**src/rtl/wbu_commit_if.sv**
```systemverilog
// Execute-to-commit and commit-to-fetch handshake bundle for wbu_commit.
// The slave modport is the commit stage; the master modport is its surroundings.
interface wbu_commit_if #(
    parameter int XLEN = 32,
    parameter int NREG = 32
);
    localparam int AW = $clog2(NREG);

    // Execute stage -> commit
    logic            EXU_valid;
    logic            WBU_ready;
    logic [XLEN-1:0] wd;
    logic [AW-1:0]   rd;
    logic            regwr;
    logic [XLEN-1:0] pc;
    logic [XLEN-1:0] imm;
    logic [XLEN-1:0] src1;
    logic            PCAsrc;
    logic            PCBsrc;

    // Commit -> fetch stage
    logic            WBU_valid;
    logic            IFU_ready;
    logic [XLEN-1:0] next_pc;

    modport master (
        output EXU_valid, wd, rd, regwr, pc, imm, src1, PCAsrc, PCBsrc, IFU_ready,
        input  WBU_ready, WBU_valid, next_pc
    );

    modport slave (
        input  EXU_valid, wd, rd, regwr, pc, imm, src1, PCAsrc, PCBsrc, IFU_ready,
        output WBU_ready, WBU_valid, next_pc
    );
endinterface

```
**src/rtl/wbu_commit.sv**
```systemverilog
// Write-back/commit stage: owns the architectural register file, retires one
// instruction per handshake, and hands the computed next PC to fetch.
module wbu_commit #(
    parameter int              NREG     = 32,
    parameter int              XLEN     = 32,
    parameter logic [XLEN-1:0] RESET_PC = 32'h8000_0000
) (
    input  logic                    clk,
    input  logic                    rst,
    wbu_commit_if.slave             bus,
    input  logic [$clog2(NREG)-1:0] rs1_addr,
    input  logic [$clog2(NREG)-1:0] rs2_addr,
    output logic [XLEN-1:0]         rs1_data,
    output logic [XLEN-1:0]         rs2_data,
    output logic [31:0]             commit_cnt
);

    typedef enum logic [1:0] {
        BOOT = 2'd0,
        IDLE = 2'd1,
        HAND = 2'd2
    } state_e;

    state_e          state_q, state_d;
    logic [XLEN-1:0] next_pc_q, next_pc_d;
    logic [31:0]     commit_cnt_q, commit_cnt_d;
    logic [XLEN-1:0] regs_q [NREG];

    logic            accept;
    logic            retire;
    logic [XLEN-1:0] pc_base;
    logic [XLEN-1:0] pc_offset;
    logic [XLEN-1:0] pc_sum;

    assign accept = bus.EXU_valid & bus.WBU_ready;
    // Only the HAND-state hand-off retires an instruction; the boot PC does not count.
    assign retire = bus.WBU_valid & bus.IFU_ready & (state_q == HAND);

    // ------------------------------------------------------------------
    // FSM: state register
    // ------------------------------------------------------------------
    // NOTE: sequential state uses non-blocking assignments so every flop
    // samples its inputs from before the edge, independent of block order.
    always_ff @(posedge clk or negedge rst) begin
        if (!rst) begin
            state_q <= BOOT;
        end else begin
            state_q <= state_d;
        end
    end

    // ------------------------------------------------------------------
    // FSM: next-state logic
    // ------------------------------------------------------------------
    // NOTE: default assignment first so no path through the case infers a latch.
    always_comb begin
        state_d = state_q;
        unique case (state_q)
            BOOT:    if (bus.IFU_ready) state_d = IDLE;
            IDLE:    if (bus.EXU_valid) state_d = HAND;
            HAND:    if (bus.IFU_ready) state_d = IDLE;
            default: state_d = BOOT;
        endcase
    end

    // ------------------------------------------------------------------
    // FSM: output decode
    // ------------------------------------------------------------------
    always_comb begin
        bus.WBU_ready = 1'b0;
        bus.WBU_valid = 1'b0;
        unique case (state_q)
            BOOT:    bus.WBU_valid = 1'b1;
            IDLE:    bus.WBU_ready = 1'b1;
            HAND:    bus.WBU_valid = 1'b1;
            default: bus.WBU_valid = 1'b1;
        endcase
    end

    // ------------------------------------------------------------------
    // Next-PC computation; jalr targets drop bit 0.
    // ------------------------------------------------------------------
    assign pc_base   = bus.PCBsrc ? bus.src1 : bus.pc;
    assign pc_offset = bus.PCAsrc ? bus.imm : XLEN'(4);
    assign pc_sum    = pc_base + pc_offset;

    always_comb begin
        next_pc_d    = next_pc_q;
        commit_cnt_d = commit_cnt_q;
        if (accept) begin
            next_pc_d = pc_sum & ~{{(XLEN-1){1'b0}}, bus.PCBsrc};
        end
        if (retire) begin
            commit_cnt_d = commit_cnt_q + 32'd1;
        end
    end

    always_ff @(posedge clk or negedge rst) begin
        if (!rst) begin
            next_pc_q    <= RESET_PC;
            commit_cnt_q <= '0;
        end else begin
            next_pc_q    <= next_pc_d;
            commit_cnt_q <= commit_cnt_d;
        end
    end

    // ------------------------------------------------------------------
    // Architectural register file; x0 is never written.
    // ------------------------------------------------------------------
    // NOTE: the array is flop-based and explicitly reset because software
    // relies on every architectural register reading 0 after reset; a RAM
    // macro could not offer that.
    always_ff @(posedge clk or negedge rst) begin
        if (!rst) begin
            for (int i = 0; i < NREG; i++) begin
                regs_q[i] <= '0;
            end
        end else if (accept && bus.regwr && (bus.rd != '0)) begin
            regs_q[bus.rd] <= bus.wd;
        end
    end

    // No bypass: decode cannot issue until fetch consumes next_pc, by which
    // time the write has already landed.
    assign rs1_data = (rs1_addr == '0) ? '0 : regs_q[rs1_addr];
    assign rs2_data = (rs2_addr == '0) ? '0 : regs_q[rs2_addr];

    assign bus.next_pc = next_pc_q;
    assign commit_cnt  = commit_cnt_q;

    // ------------------------------------------------------------------
    // Protocol properties
    // ------------------------------------------------------------------
    property p_pc_stable_under_stall;
        @(posedge clk) disable iff (!rst)
            (state_q == HAND && !bus.IFU_ready) |=> (next_pc_q == $past(next_pc_q));
    endproperty
    a_pc_stable_under_stall: assert property (p_pc_stable_under_stall);

    property p_handshakes_exclusive;
        @(posedge clk) disable iff (!rst)
            !(bus.WBU_ready && bus.WBU_valid);
    endproperty
    a_handshakes_exclusive: assert property (p_handshakes_exclusive);

endmodule

```
**src/flat_wrapper.sv**
```systemverilog
// flat-port wrapper written by rule: the top's interface ports become plain ports
module wbu_commit_flat 
#(
    parameter int              NREG     = 32,
    parameter int              XLEN     = 32,
    parameter logic [XLEN-1:0] RESET_PC = 32'h8000_0000
)
  (clk, rst, rs1_addr, rs2_addr, rs1_data, rs2_data, commit_cnt, bus_EXU_valid, bus_wd, bus_rd, bus_regwr, bus_pc, bus_imm, bus_src1, bus_PCAsrc, bus_PCBsrc, bus_IFU_ready, bus_WBU_ready, bus_WBU_valid, bus_next_pc);
  wbu_commit_if #(.XLEN(XLEN), .NREG(NREG)) bus_i ();
  input  logic clk;
  input  logic rst;
  input  logic [$clog2(NREG)-1:0] rs1_addr;
  input  logic [$clog2(NREG)-1:0] rs2_addr;
  output logic [XLEN-1:0] rs1_data;
  output logic [XLEN-1:0] rs2_data;
  output logic [31:0] commit_cnt;
  input wire logic [$bits(bus_i.EXU_valid)-1:0] bus_EXU_valid;
  input wire logic [$bits(bus_i.wd)-1:0] bus_wd;
  input wire logic [$bits(bus_i.rd)-1:0] bus_rd;
  input wire logic [$bits(bus_i.regwr)-1:0] bus_regwr;
  input wire logic [$bits(bus_i.pc)-1:0] bus_pc;
  input wire logic [$bits(bus_i.imm)-1:0] bus_imm;
  input wire logic [$bits(bus_i.src1)-1:0] bus_src1;
  input wire logic [$bits(bus_i.PCAsrc)-1:0] bus_PCAsrc;
  input wire logic [$bits(bus_i.PCBsrc)-1:0] bus_PCBsrc;
  input wire logic [$bits(bus_i.IFU_ready)-1:0] bus_IFU_ready;
  output wire logic [$bits(bus_i.WBU_ready)-1:0] bus_WBU_ready;
  output wire logic [$bits(bus_i.WBU_valid)-1:0] bus_WBU_valid;
  output wire logic [$bits(bus_i.next_pc)-1:0] bus_next_pc;
  assign bus_i.EXU_valid = bus_EXU_valid;
  assign bus_i.wd = bus_wd;
  assign bus_i.rd = bus_rd;
  assign bus_i.regwr = bus_regwr;
  assign bus_i.pc = bus_pc;
  assign bus_i.imm = bus_imm;
  assign bus_i.src1 = bus_src1;
  assign bus_i.PCAsrc = bus_PCAsrc;
  assign bus_i.PCBsrc = bus_PCBsrc;
  assign bus_i.IFU_ready = bus_IFU_ready;
  assign bus_WBU_ready = bus_i.WBU_ready;
  assign bus_WBU_valid = bus_i.WBU_valid;
  assign bus_next_pc = bus_i.next_pc;
  wbu_commit #(.NREG(NREG), .XLEN(XLEN), .RESET_PC(RESET_PC)) u_core (.clk(clk), .rst(rst), .bus(bus_i), .rs1_addr(rs1_addr), .rs2_addr(rs2_addr), .rs1_data(rs1_data), .rs2_data(rs2_data), .commit_cnt(commit_cnt));
endmodule
```
**config.mk**
```make
export PLATFORM = sky130hd
export DESIGN_NAME = wbu_commit_flat
export DESIGN_NICKNAME = d
export VERILOG_FILES = /design/src/rtl/wbu_commit_if.sv /design/src/rtl/wbu_commit.sv /design/src/flat_wrapper.sv
export SDC_FILE = /design/constraint.sdc
export NUM_CORES = 2
export LEC_CHECK = 0
export CORE_AREA = 2 2 500 502
export DETAILED_ROUTE_END_ITERATION = 10
export DIE_AREA = 0 0 502 504
export SLEW_MARGIN = 10
export SYNTH_ARGS = -nofsm -noshare
export SYNTH_HDL_FRONTEND = slang
export SYNTH_SLANG_ARGS = --single-unit
export TNS_END_PERCENT = 10
```
**constraint.sdc**
```tcl
create_clock -name clk -period 3.2 [get_ports clk]
set_input_delay 0.64 -clock clk [delete_from_list [all_inputs] [get_ports clk]]
set_output_delay 0.64 -clock clk [all_outputs]
set_load 0.01 [all_outputs]
```
==> metrics.md <==
| Metric | Value |
|---|---|
| Largest fanout on the critical path | 10 |
| Setup crit start kind | primary input |
| GR Overflow Total | 0 |
| Syn Nets | 3977 |
| Fillcell total | 24300 |
| Combinational power share | 17.4% |
| Site row count | 183 |
| Final Instance Area | 75400 sq um |
| IO Port Bufs | 279 |
| Synth async-reset ratio | 100% |
| Synth-to-layout area growth | 27.6% |
| Worst hold path class | reg2reg |
| Clock transition at path regs | 0.06 ns |
| Via count | 37800 |
| Syn Std Cell Area | 59100 sq um |
| Worst path max stage delay | 0.51 ns |
| Non-filler cells, final | 7730 |
| Post-Route WL | 198000 um |
| CP Class | in2out |
| Vias in the first global route | 40600 |
| Tcrit/Tclk final | 106% |
| Share of power burned in registers | 42.1% |
| Slew HR | 23.9% |
| First DRT Iteration DRCs | 2632 |
| Sequential Area | 27300 sq um |
| Clk pwr share | 40.5% |
| CTS max path bufs | 3 |
| Leakage | 33.4 nW |
| Syn avg cell area | 15.6 sq um |
| # nets final | 4470 |
| Switching Fraction | 27.2% |
| Multi-input logic area | 30500 sq um |
| Sequential cell area fraction in the yosys report | 46.2% |
| Die Area | 253000 sq um |
| Primary FF master, synth | dfrtp_1 |
| Maximum number of pins on one net before global-route repair | 81 |
| Crit path required time | 2.56 ns |
| Ratio of cells with drive above 1 in the final layout | 58.2% |
| HPWL Detailed | 127000 um |
| Pwr/cell area | 507 nW/um^2 |
| Final min period | 3.40 ns |
| CP Capture Type | output pin |
| Critical-path top delay cell | mux4_2 |
| Slew @ Worst Pin | 1.14 ns |
| Post-Route Setup TNS | -5.14 ns |
| Clk_lat worst skew | 0.79 ns |
| Drt drc | 0 |
| Fin worst setup slack | -0.197 ns |
| Arrival @ worst endpoint | 2.76 ns |
| Wirelength per Cell | 25.6 um |
| Root buf cell | clkbuf_16 |
| P_int | 0.0278 W |
| Cells after Synth | 3794 |
| CTS tree | built |
| CP bufs+invs | 4 |
| Initial antenna violation count | 17 |
| First-pass GRT wire length | 290000 um |
| Die width | 502 um |
| Outcome | finished with violations |
| Achievable Freq | 294 MHz |
| # setup viols final | 62 |
| Hold Violations, Final | 0 |
| Ys Warns | 0 |
| Num CTS Buffers | 132 |
| Unique masters post-synth | 69 |
| Final GP Congestion | 0.808 |
| Crit-path cells | buf_16 > buf_12 > buf_16 > mux4_2 > mux4_2 > mux2i_1 > nor2_2 > clkdlybuf4s15_1 |
| Seq cells post-synth | 1090 |
| Final-report max-slew violation count | 0 |
| Post-DP Area | 69500 sq um |
| Peak supply drop | 0.505 mV |
| Post-synth EDFFs | 0 |
| Clock skew | 0.0197 ns |
| Core area | 248000 sq um |
| Initial Util | 23.9% |
| Vias/cell | 4.89 |
| H-tree levels | 4 |
| Chip Height | 504 um |
| Violated checks | negative setup slack |
| Final total power | 0.0382 W |
| Unrepaired setup endpoints after global routing | true |
| I/O pin count | 280 |
| GRT Total Usage | 15.5% |
| Final antenna-violating net count | 0 |
| CP delay by family, top | multiplexers |
| Placed cell count | 7413 |
| Max_cap viols | 0 |
| Num Clock Sinks | 1090 |
| Switch Pwr | 0.0104 W |
| Min Hold Slack | 0.392 ns |
| DRT Pass-1 Iters | 5 |
==> logic make-up after synthesis <==
group	share of synthesized area (%)
compound gates	1.43
fa+ha+maj	0.711
buf+inv	3.06
flops	46.2
mux	45.1
simple gates	2.81
xor+xnor	0.756
==> placed cells by master, fill, tap and decap left out, types with 10 or more instances in the layout <==
| cell type | synthesis | routed |
|---|---|---|
| mux4_2 | 640 | 640 |
| clkbuf_8 | 0 | 33 |
| buf_4 | 8 | 296 |
| dfrtp_1 | 1089 | 1089 |
| xnor2_1 | 36 | 36 |
| clkbuf_16 | 0 | 135 |
| xor2_1 | 15 | 15 |
| buf_12 | 0 | 157 |
| buf_2 | 123 | 54 |
| nand4_1 | 11 | 11 |
| nor2_4 | 0 | 20 |
| mux2_1 | 10 | 10 |
| and3_1 | 14 | 14 |
| mux2i_1 | 68 | 42 |
| clkinv_2 | 0 | 24 |
| ha_1 | 32 | 31 |
| o21ai_0 | 33 | 33 |
| buf_6 | 3 | 26 |
| buf_16 | 0 | 18 |
| nor2_1 | 104 | 55 |
| a21o_1 | 18 | 18 |
| and2_1 | 32 | 32 |
| nor3_1 | 14 | 14 |
| nor2_2 | 1 | 30 |
| mux2_2 | 1015 | 1015 |
| nand2_1 | 73 | 61 |
| clkbuf_1 | 234 | 23 |
| mux2i_2 | 0 | 18 |
| clkdlybuf4s50_1 | 0 | 203 |
| a21oi_1 | 36 | 36 |
| buf_8 | 0 | 12 |
| nand3_1 | 31 | 31 |
==> repair_timing <==
item / in CTS / in global routing
buffers inserted: 51 / 6
endpoints found under the setup margin: 64 / 64
hold buffers: 1 / 0
hold endpoints to repair: 22 / 0
resized for setup: 383 / 31
gates cloned: 12 / 3
pin swaps: 20 / 11
==> cells in the mapped netlist (all sizes together), types with 3 or more instances <==
library cell,instances,area share [%]
mux2i,68,1.2
ha,32,0.68
o21ai,33,0.28
xnor2,36,0.53
dfrtp,1089,46
o2111ai,6,0.089
nand4,11,0.12
nor2b,4,0.042
a21oi,36,0.30
o211ai,3,0.038
a31oi,3,0.032
nor3,14,0.12
clkbuf,234,1.5
xor2,15,0.22
nand2,74,0.48
nand3b,6,0.076
nand2b,9,0.11
or3,4,0.042
buf,183,1.5
a21o,18,0.23
nand3,32,0.29
nor2,105,0.67
or4,7,0.095
nor4,3,0.057
o21a,5,0.064
and4,4,0.064
and3,15,0.17
inv,9,0.057
nor3b,4,0.051
mux2,1025,20
o31ai,3,0.038
and2,33,0.35
o221ai,3,0.044
or2,4,0.042
mux4,640,24
==> power groups by stage <==
stage | Clock [W] | Combinational (W) | Sequential (W)
after global placement | 0 | 0.00641 | 0.0162
after global routing | 0.0165 | 0.00715 | 0.0162
after floorplan | 0 | 0.00369 | 0.0161
after detailed placement | 0 | 0.00650 | 0.0163
after CTS | 0.0159 | 0.00671 | 0.0161
final | 0.0155 | 0.00665 | 0.0161
==> through the flow <==
stage,setup WS [ns],util (%)
2_1_floorplan,-0.0765,-
3_3_place_gp,-0.766,28.1
3_5_place_dp,-0.762,28.1
4_1_cts,-0.224,30.4
5_1_grt,-0.228,30.5
6_report,-0.197,30.5
==> layer usage <==
metal / routed length [um] / vias to the layer above / GRT usage (%)
li1: - / 15700 / -
met1: 83000 / 20600 / 20.2
met2: 95600 / 1172 / 25.5
met3: 11600 / 333 / 3.03
met4: 7570 / 12 / 5.91
met5: 74 / - / 0
==> cell type report <==
cell class,count,area share (%)
diodes,6,0.0199
repair buffers,776,11.7
well taps,3330,5.53
multi-input cells,2278,40.5
flip-flops and latches,1090,36.2
clock buffers,188,5.10
clock inverters,53,0.910
inverters,9,0.0448
==> path summary, 6_finish.rpt <==
| check | startpoint | to | slack [ns] | cells after the start |
|---|---|---|---|---|
| setup / recovery | rs2_addr[0] | rs2_data[1] | -0.20 | 8 |
| hold / removal | u_core.regs_q[998] | u_core.regs_q[998] | 0.39 | 0 |
| setup reg to reg | u_core.state_q[1] | u_core.regs_q[638] | 0.56 | 8 |
| hold reg to reg | u_core.regs_q[998] | u_core.regs_q[998] | 0.39 | 0 |
| max in group asynchronous | rst | u_core.regs_q[240] | 1.70 | 3 |
| min in group asynchronous | rst | u_core.regs_q[336] | 0.48 | 2 |
==> registers in the layout (all words and copies together), names as in the netlist <==
name and count:
u_core.bus.next_pc 32, u_core.commit_cnt 32, u_core.regs_q 1024, u_core.state_q 2
Note: power is estimated with default switching activity, not from simulation.
